<file path="config.mk">
export PLATFORM = sky130hd
export DESIGN_NAME = iq_envelope
export DESIGN_NICKNAME = d
export VERILOG_FILES = /design/src/rtl/sonar_pkg.sv /design/src/rtl/amb_mag.sv /design/src/rtl/iq_envelope.sv
export SDC_FILE = /design/constraint.sdc
export NUM_CORES = 1
export LEC_CHECK = 0
export BUFFER_PORTS_ARGS = -buffer_cell sky130_fd_sc_hd__buf_2
export CORE_MARGIN = 4
export CORE_UTILIZATION = 55
export DETAILED_ROUTE_END_ITERATION = 8
export PLACE_DENSITY_LB_ADDON = 0.1
export SETUP_SLACK_MARGIN = 0.02
export SLEW_MARGIN = 25
export SYNTH_ARGS = -nofsm -noshare
export SYNTH_HDL_FRONTEND = slang
export SYNTH_SLANG_ARGS = --single-unit
export TNS_END_PERCENT = 20
</file>
<file path="constraint.sdc">
create_clock -name s_axis_aclk -period 20.4 [get_ports s_axis_aclk]
set_input_delay 1.02 -clock s_axis_aclk [delete_from_list [all_inputs] [get_ports s_axis_aclk]]
set_output_delay 1.02 -clock s_axis_aclk [all_outputs]
set_load 0.05 [all_outputs]
</file>
<file path="src/rtl/sonar_pkg.sv">
// -----------------------------------------------------------------------------
// sonar_pkg
// Shared definitions for the sonar receive chain (demod, lowpass_fir,
// iq_envelope): default sample/channel widths and the layout of the
// AXI-Stream tuser field that tags each beat as I or Q plus its channel.
// No ports.
// -----------------------------------------------------------------------------
package sonar_pkg;

  localparam int DATA_W_DEF  = 24;
  localparam int CH_BITS_DEF = 2;

  // tuser layout: {iq_sel, channel[CH_BITS-1:0]}
  typedef enum logic {
    IQ_I = 1'b0,
    IQ_Q = 1'b1
  } iq_sel_e;

  // The I/Q flag sits directly above the channel field.
  function automatic int iq_bit_pos(input int ch_bits);
    return ch_bits;
  endfunction

  localparam int IQ_BIT_DEF = iq_bit_pos(CH_BITS_DEF);

endpackage

</file>
<file path="src/rtl/amb_mag.sv">
// -----------------------------------------------------------------------------
// amb_mag
// Combinational alpha-max-beta-min magnitude estimate:
//   mag = max(|i|,|q|) + (min(|i|,|q|) >> 2) + (min(|i|,|q|) >> 3)
// Absolute values are taken at DATA_W unsigned bits, so the most negative
// input maps to 2^(DATA_W-1). The worst case (both inputs most negative) is
// 1.375 * 2^(DATA_W-1), which still fits DATA_W unsigned bits.
// Ports:
//   i_val  in  DATA_W signed   in-phase sample
//   q_val  in  DATA_W signed   quadrature sample
//   mag    out DATA_W unsigned envelope estimate
// -----------------------------------------------------------------------------
module amb_mag
  import sonar_pkg::*;
#(
  parameter int DATA_W = DATA_W_DEF
) (
  input  logic signed [DATA_W-1:0] i_val,
  input  logic signed [DATA_W-1:0] q_val,
  output logic        [DATA_W-1:0] mag
);

  function automatic logic [DATA_W-1:0] abs_u(input logic signed [DATA_W-1:0] x);
    logic [DATA_W-1:0] ux;
    logic [DATA_W-1:0] ux_n;
    ux   = x;
    ux_n = ~ux;
    return x[DATA_W-1] ? (ux_n + DATA_W'(1)) : ux;
  endfunction

  logic [DATA_W-1:0] abs_i;
  logic [DATA_W-1:0] abs_q;
  logic [DATA_W-1:0] mx;
  logic [DATA_W-1:0] mn;

  always_comb begin
    abs_i = abs_u(i_val);
    abs_q = abs_u(q_val);
    if (abs_i >= abs_q) begin
      mx = abs_i;
      mn = abs_q;
    end else begin
      mx = abs_q;
      mn = abs_i;
    end
    mag = mx + (mn >> 2) + (mn >> 3);
  end

endmodule

</file>
<file path="src/rtl/iq_envelope.sv">
// -----------------------------------------------------------------------------
// iq_envelope
// Pairs interleaved per-channel I and Q beats and emits the envelope magnitude
// of each pair. An I beat is parked in a per-channel store; the matching Q beat
// launches the pair into a two-stage pipeline (capture, then magnitude into the
// output register). Pairing violations (I over a pending I, Q with no pending I)
// raise a one-cycle err_pulse; an orphan Q is dropped.
// Ports:
//   s_axis_aclk    in   clock, rising edge
//   s_axis_arstn   in   asynchronous active-low reset
//   s_axis_tdata   in   DATA_W signed I or Q sample
//   s_axis_tvalid  in   input beat valid
//   s_axis_tready  out  input ready (global pipeline enable)
//   s_axis_tuser   in   {iq_sel, channel}
//   s_axis_tlast   in   frame marker, used on Q beats
//   m_axis_tdata   out  DATA_W unsigned magnitude
//   m_axis_tvalid  out  output valid
//   m_axis_tready  in   output ready
//   m_axis_tuser   out  channel of the magnitude
//   m_axis_tlast   out  tlast of the producing Q beat
//   err_pulse      out  one-cycle pairing-violation pulse
// -----------------------------------------------------------------------------
module iq_envelope
  import sonar_pkg::*;
#(
  parameter int DATA_W  = DATA_W_DEF,
  parameter int CH_BITS = CH_BITS_DEF
) (
  input  logic                      s_axis_aclk,
  input  logic                      s_axis_arstn,
  input  logic signed [DATA_W-1:0]  s_axis_tdata,
  input  logic                      s_axis_tvalid,
  output logic                      s_axis_tready,
  input  logic        [CH_BITS:0]   s_axis_tuser,
  input  logic                      s_axis_tlast,
  output logic        [DATA_W-1:0]  m_axis_tdata,
  output logic                      m_axis_tvalid,
  input  logic                      m_axis_tready,
  output logic        [CH_BITS-1:0] m_axis_tuser,
  output logic                      m_axis_tlast,
  output logic                      err_pulse
);

  localparam int N_CH   = 1 << CH_BITS;
  localparam int IQ_POS = iq_bit_pos(CH_BITS);

  logic                     en;
  logic                     acc;
  logic                     is_q;
  logic [CH_BITS-1:0]       ch;
  logic                     launch;
  logic                     pair_err;

  logic signed [DATA_W-1:0] i_store [N_CH];
  logic [N_CH-1:0]          i_vld;

  logic                     vld_p1;
  logic signed [DATA_W-1:0] i_p1;
  logic signed [DATA_W-1:0] q_p1;
  logic [CH_BITS-1:0]       ch_p1;
  logic                     last_p1;
  logic [DATA_W-1:0]        mag_p1;

  // The whole pipeline stalls only when the output register holds an
  // unaccepted result; input ready is that same enable.
  assign en            = !m_axis_tvalid || m_axis_tready;
  assign s_axis_tready = en;
  assign acc           = s_axis_tvalid && en;
  assign ch            = s_axis_tuser[CH_BITS-1:0];
  assign is_q          = (s_axis_tuser[IQ_POS] == IQ_Q);
  assign launch        = acc && is_q && i_vld[ch];
  assign pair_err      = acc && (is_q ? !i_vld[ch] : i_vld[ch]);

  // ---- control: store valids, stage valids, output register, error pulse ----
  always_ff @(posedge s_axis_aclk or negedge s_axis_arstn) begin
    if (!s_axis_arstn) begin
      i_vld         <= '0;
      vld_p1        <= 1'b0;
      m_axis_tvalid <= 1'b0;
      m_axis_tdata  <= '0;
      m_axis_tuser  <= '0;
      m_axis_tlast  <= 1'b0;
      err_pulse     <= 1'b0;
    end else begin
      err_pulse <= pair_err;
      // An I beat marks its channel pending; any Q beat leaves it empty.
      if (acc) begin
        i_vld[ch] <= !is_q;
      end
      if (en) begin
        vld_p1        <= launch;
        m_axis_tvalid <= vld_p1;
        if (vld_p1) begin
          m_axis_tdata <= mag_p1;
          m_axis_tuser <= ch_p1;
          m_axis_tlast <= last_p1;
        end
      end
    end
  end

  // ---- stage 0 -> 1: park I samples, capture the I/Q pair on launch ----
  always_ff @(posedge s_axis_aclk) begin
    if (acc && !is_q) begin
      i_store[ch] <= s_axis_tdata;
    end
    if (launch) begin
      i_p1    <= i_store[ch];
      q_p1    <= s_axis_tdata;
      ch_p1   <= ch;
      last_p1 <= s_axis_tlast;
    end
  end

  // ---- stage 1 -> 2: magnitude of the captured pair feeds the output register ----
  amb_mag #(
    .DATA_W (DATA_W)
  ) u_amb_mag (
    .i_val (i_p1),
    .q_val (q_p1),
    .mag   (mag_p1)
  );

endmodule
</file>
==> results.py <==
metrics = {
    "run_status": {
        "status": "finished, final reports clean",
    },
    "placed_design": {
        "gp_congestion": 0.920,
        "port_buffers": 61,
        "placed_cells": 1092,
        "dp_slack_ns": 12.51,
        "hpwl_mm": 14.3,
    },
    "setup_path": {
        "worstSetupStartpointType": "register",
        "criticalPathCategory": "reg2reg",
        "slowest_stage": "buf_4",
        "cp-end-kind": "register",
        "cp.required_ns": 20.71,
        "slowest_delay_ns": 0.73,
        "critical_path.max_fanout": 108,
        "arrival_ns": 8.24,
    },
    "route": {
        "ant_nets": 0,
        "drt-initial-drc-count": 457,
        "vias": 6542,
        "dr.pass1.iters": 5,
        "wl_per_cell_um": 17.6,
        "drt-vias-per-instance": 5.82,
        "drc": 0,
        "finalWirelength_mm": 19.8,
    },
    "die": {
        "die-height_um": 144,
        "die_w_um": 144,
        "core_area_um2": 18000,
        "fp.dieArea_um2": 20700,
        "initial_core_util_pct": 56.3,
        "rows": 49,
        "num_io_pins": 62,
    },
    "flow_run": {
        "cap_violations": 0,
    },
    "yosys": {
        "synth.largest_area_cell": "edfxtp_1",
        "synthFlopType": "edfxtp_1",
        "seq_area_frac_synth_pct": 51.9,
        "syn-num-nets": 922,
        "syn_inst": 823,
        "synth-seq-cells": 181,
        "yosysUniqueCellTypes": 66,
        "netlist_top_cells_area": "edfxtp_1, dfrtp_1, ha_1",
        "synth_top_area_share_pct": 43.5,
        "synth_edf_count": 147,
        "syn_avg_cell_area_um2": 12.3,
        "netlist_area_um2": 10100,
        "ys_warn_count": 0,
        "async_flop_share_pct": 18.8,
    },
    "clocking": {
        "cts.sink_count": 181,
        "cts_setup_buffers": 0,
        "cts_buffer_depth": 2,
        "cts_tree": "done",
        "cts-root-buf": "clkbuf_16",
        "htree_levels": 4,
        "cts_resized": 0,
        "clock_latency_ns": 0.42,
        "postCtsHoldBufs": 0,
        "cts.reportedPaths.clkPinSlew_ns": 0.07,
        "cts_buffers": 17,
    },
    "grt": {
        "grt_overflow": 0,
        "grt_pass1_vias": 6420,
        "antenna_found_initial": 0,
        "grt_pass1_wl_mm": 32.8,
        "grt_max_degree": 109,
        "grtUsageTotal_pct": 20.2,
    },
    "cells_and_area": {
        "n_antenna_cell": 0,
        "drive_gt1_share_pct": 16.8,
        "stdcell_count": 1124,
        "n_fill_cell": 1433,
        "syn_to_final_growth_pct": 10.8,
        "layout.nets": 981,
    },
    "timing": {
        "tightestPinTransition_ns": 0.913,
        "slew_violations": 0,
        "fin_worst_skew_ns": 0.00839,
        "finalCritPeriodShare_pct": 38.8,
        "rsz0062_at_grt": "no",
        "layout_setup_ws_ns": 12.48,
        "setup_violations": 0,
        "period_needed_ns": 7.92,
        "hold_ws_ns": 0.470,
        "hold_viol_final": 0,
        "relSlewSlack_pct": 39.2,
        "fin_setup_tns_ns": 0,
        "fmax_mhz": 126,
    },
    "pwr": {
        "p_per_area_nw_per_um2": 116,
        "irDropWorstVdd_mv": 0.0752,
        "power_mw": 1.30,
        "p_leak_nw": 4.37,
    },
    "min_path": {
        "hold_class": "reg2reg",
    },
}
-- cells in the mapped netlist (4+ instances only) --
master and count:
edfxtp_1 147, nand2_1 65, o21ai_0 64, ha_1 59, xnor2_1 44, xor2_1 42
inv_1 41, a21oi_1 39, nor2_1 39, dfrtp_1 34, mux4_2 25, nor3_1 18
a21o_1 17, a311o_1 14, clkbuf_1 14, o31ai_1 14, or3_1 10, mux2_2 9
fa_1 8, nand3_1 8, buf_2 7, nand2b_1 7, or4_1 7, o41ai_1 6
a31oi_1 5, and2_1 5, mux2i_1 5, a211oi_1 4, buf_1 4, o21a_1 4
o21bai_1 4
-- sequential cells by signal, indices dropped and copies added (netlist names) --
register,count
m_axis_tvalid,1
m_axis_tdata,24
last_p1,1
ch_p1,2
i_vld,4
m_axis_tlast,1
vld_p1,1
i_p1,24
q_p1,24
err_pulse,1
i_store,96
m_axis_tuser,2
-- cell usage in the layout (no fill, tap or decap), types with 9 or more instances in the layout --
| cell | synthesis | routed |
|---|---|---|
| a21o_1 | 17 | 17 |
| a21oi_1 | 39 | 39 |
| a311o_1 | 14 | 14 |
| buf_2 | 7 | 60 |
| clkbuf_16 | 0 | 17 |
| dfrtp_1 | 34 | 34 |
| edfxtp_1 | 147 | 147 |
| ha_1 | 59 | 59 |
| inv_1 | 41 | 41 |
| mux2_2 | 9 | 9 |
| mux4_2 | 25 | 25 |
| nand2_1 | 65 | 65 |
| nor2_1 | 39 | 35 |
| nor3_1 | 18 | 18 |
| o21ai_0 | 64 | 64 |
| o31ai_1 | 14 | 14 |
| or3_1 | 10 | 10 |
| xnor2_1 | 44 | 44 |
| xor2_1 | 42 | 42 |
-- stage by stage --
stage | util [%] | cell area [µm²]
floorplan | - | 10100
global route | 62.4 | 11200
global placement | 59.2 | 10700
detailed placement | 59.2 | 10700
finish | 62.4 | 11200
CTS | 62.4 | 11200
-- final cells by class --
| class | instances | area [µm²] | area share (%) |
|---|---|---|---|
| Tap cell | 229 | 287 | 2.55 |
| Multi-Input combinational cell | 572 | 4600 | 40.9 |
| Clock buffer | 17 | 425 | 3.78 |
| Sequential cell | 181 | 5270 | 46.8 |
| Timing Repair Buffer | 68 | 360 | 3.21 |
| Inverter | 42 | 158 | 1.40 |
| Clock inverter | 15 | 149 | 1.32 |
-- worst max-delay path: cells and delay by family (launching register included) --
family	cells	cell delay, ns
AOI/OAI and AO/OA	13	3.21
and+or+nand+nor	8	2.22
adders and majority gates	3	0.85
buffers and inverters	1	0.73
DFF	1	0.46
xor gates and xnor gates	1	0.27
-- where the power goes --
group          switching (mW)  internal [mW]
clock                   0.142          0.182
combinational           0.326          0.196
sequential             0.0179          0.438
-- metal layers --
layer	vias up	part of all wire (%)	track usage, %
met5	-	0	0
met2	153	48	32.2
met3	17	4.2	2.90
li1	3221	-	-
met4	0	1.1	6.19
met1	3151	47	29.0
-- logic make-up after synthesis --
family	after synthesis	synth area share, %
XOR/XNOR	88	7.75
buffers and inverters	70	2.86
multiplexers	39	7.04
AO/OA/AOI/OAI	191	12.4
AND/OR/NAND/NOR	187	9.22
adder cells (fa/ha/maj)	67	8.86
flip-flops	181	51.9
-- path summary, 6_finish.rpt --
path                             startpoint          endpoint  slack [ns]  depth (start not counted)
max                                 q_p1[5]  m_axis_tdata[20]       12.48                         26
min                        m_axis_tdata[19]  m_axis_tdata[19]        0.47                          2
max reg2reg                         q_p1[5]  m_axis_tdata[20]       12.48                         26
min reg2reg                m_axis_tdata[19]  m_axis_tdata[19]        0.47                          2
max in group asynchronous      s_axis_arstn  m_axis_tdata[17]       19.25                          1
min in group asynchronous      s_axis_arstn      m_axis_tlast        0.67                          1
Note: power is estimated with default switching activity, not from simulation.
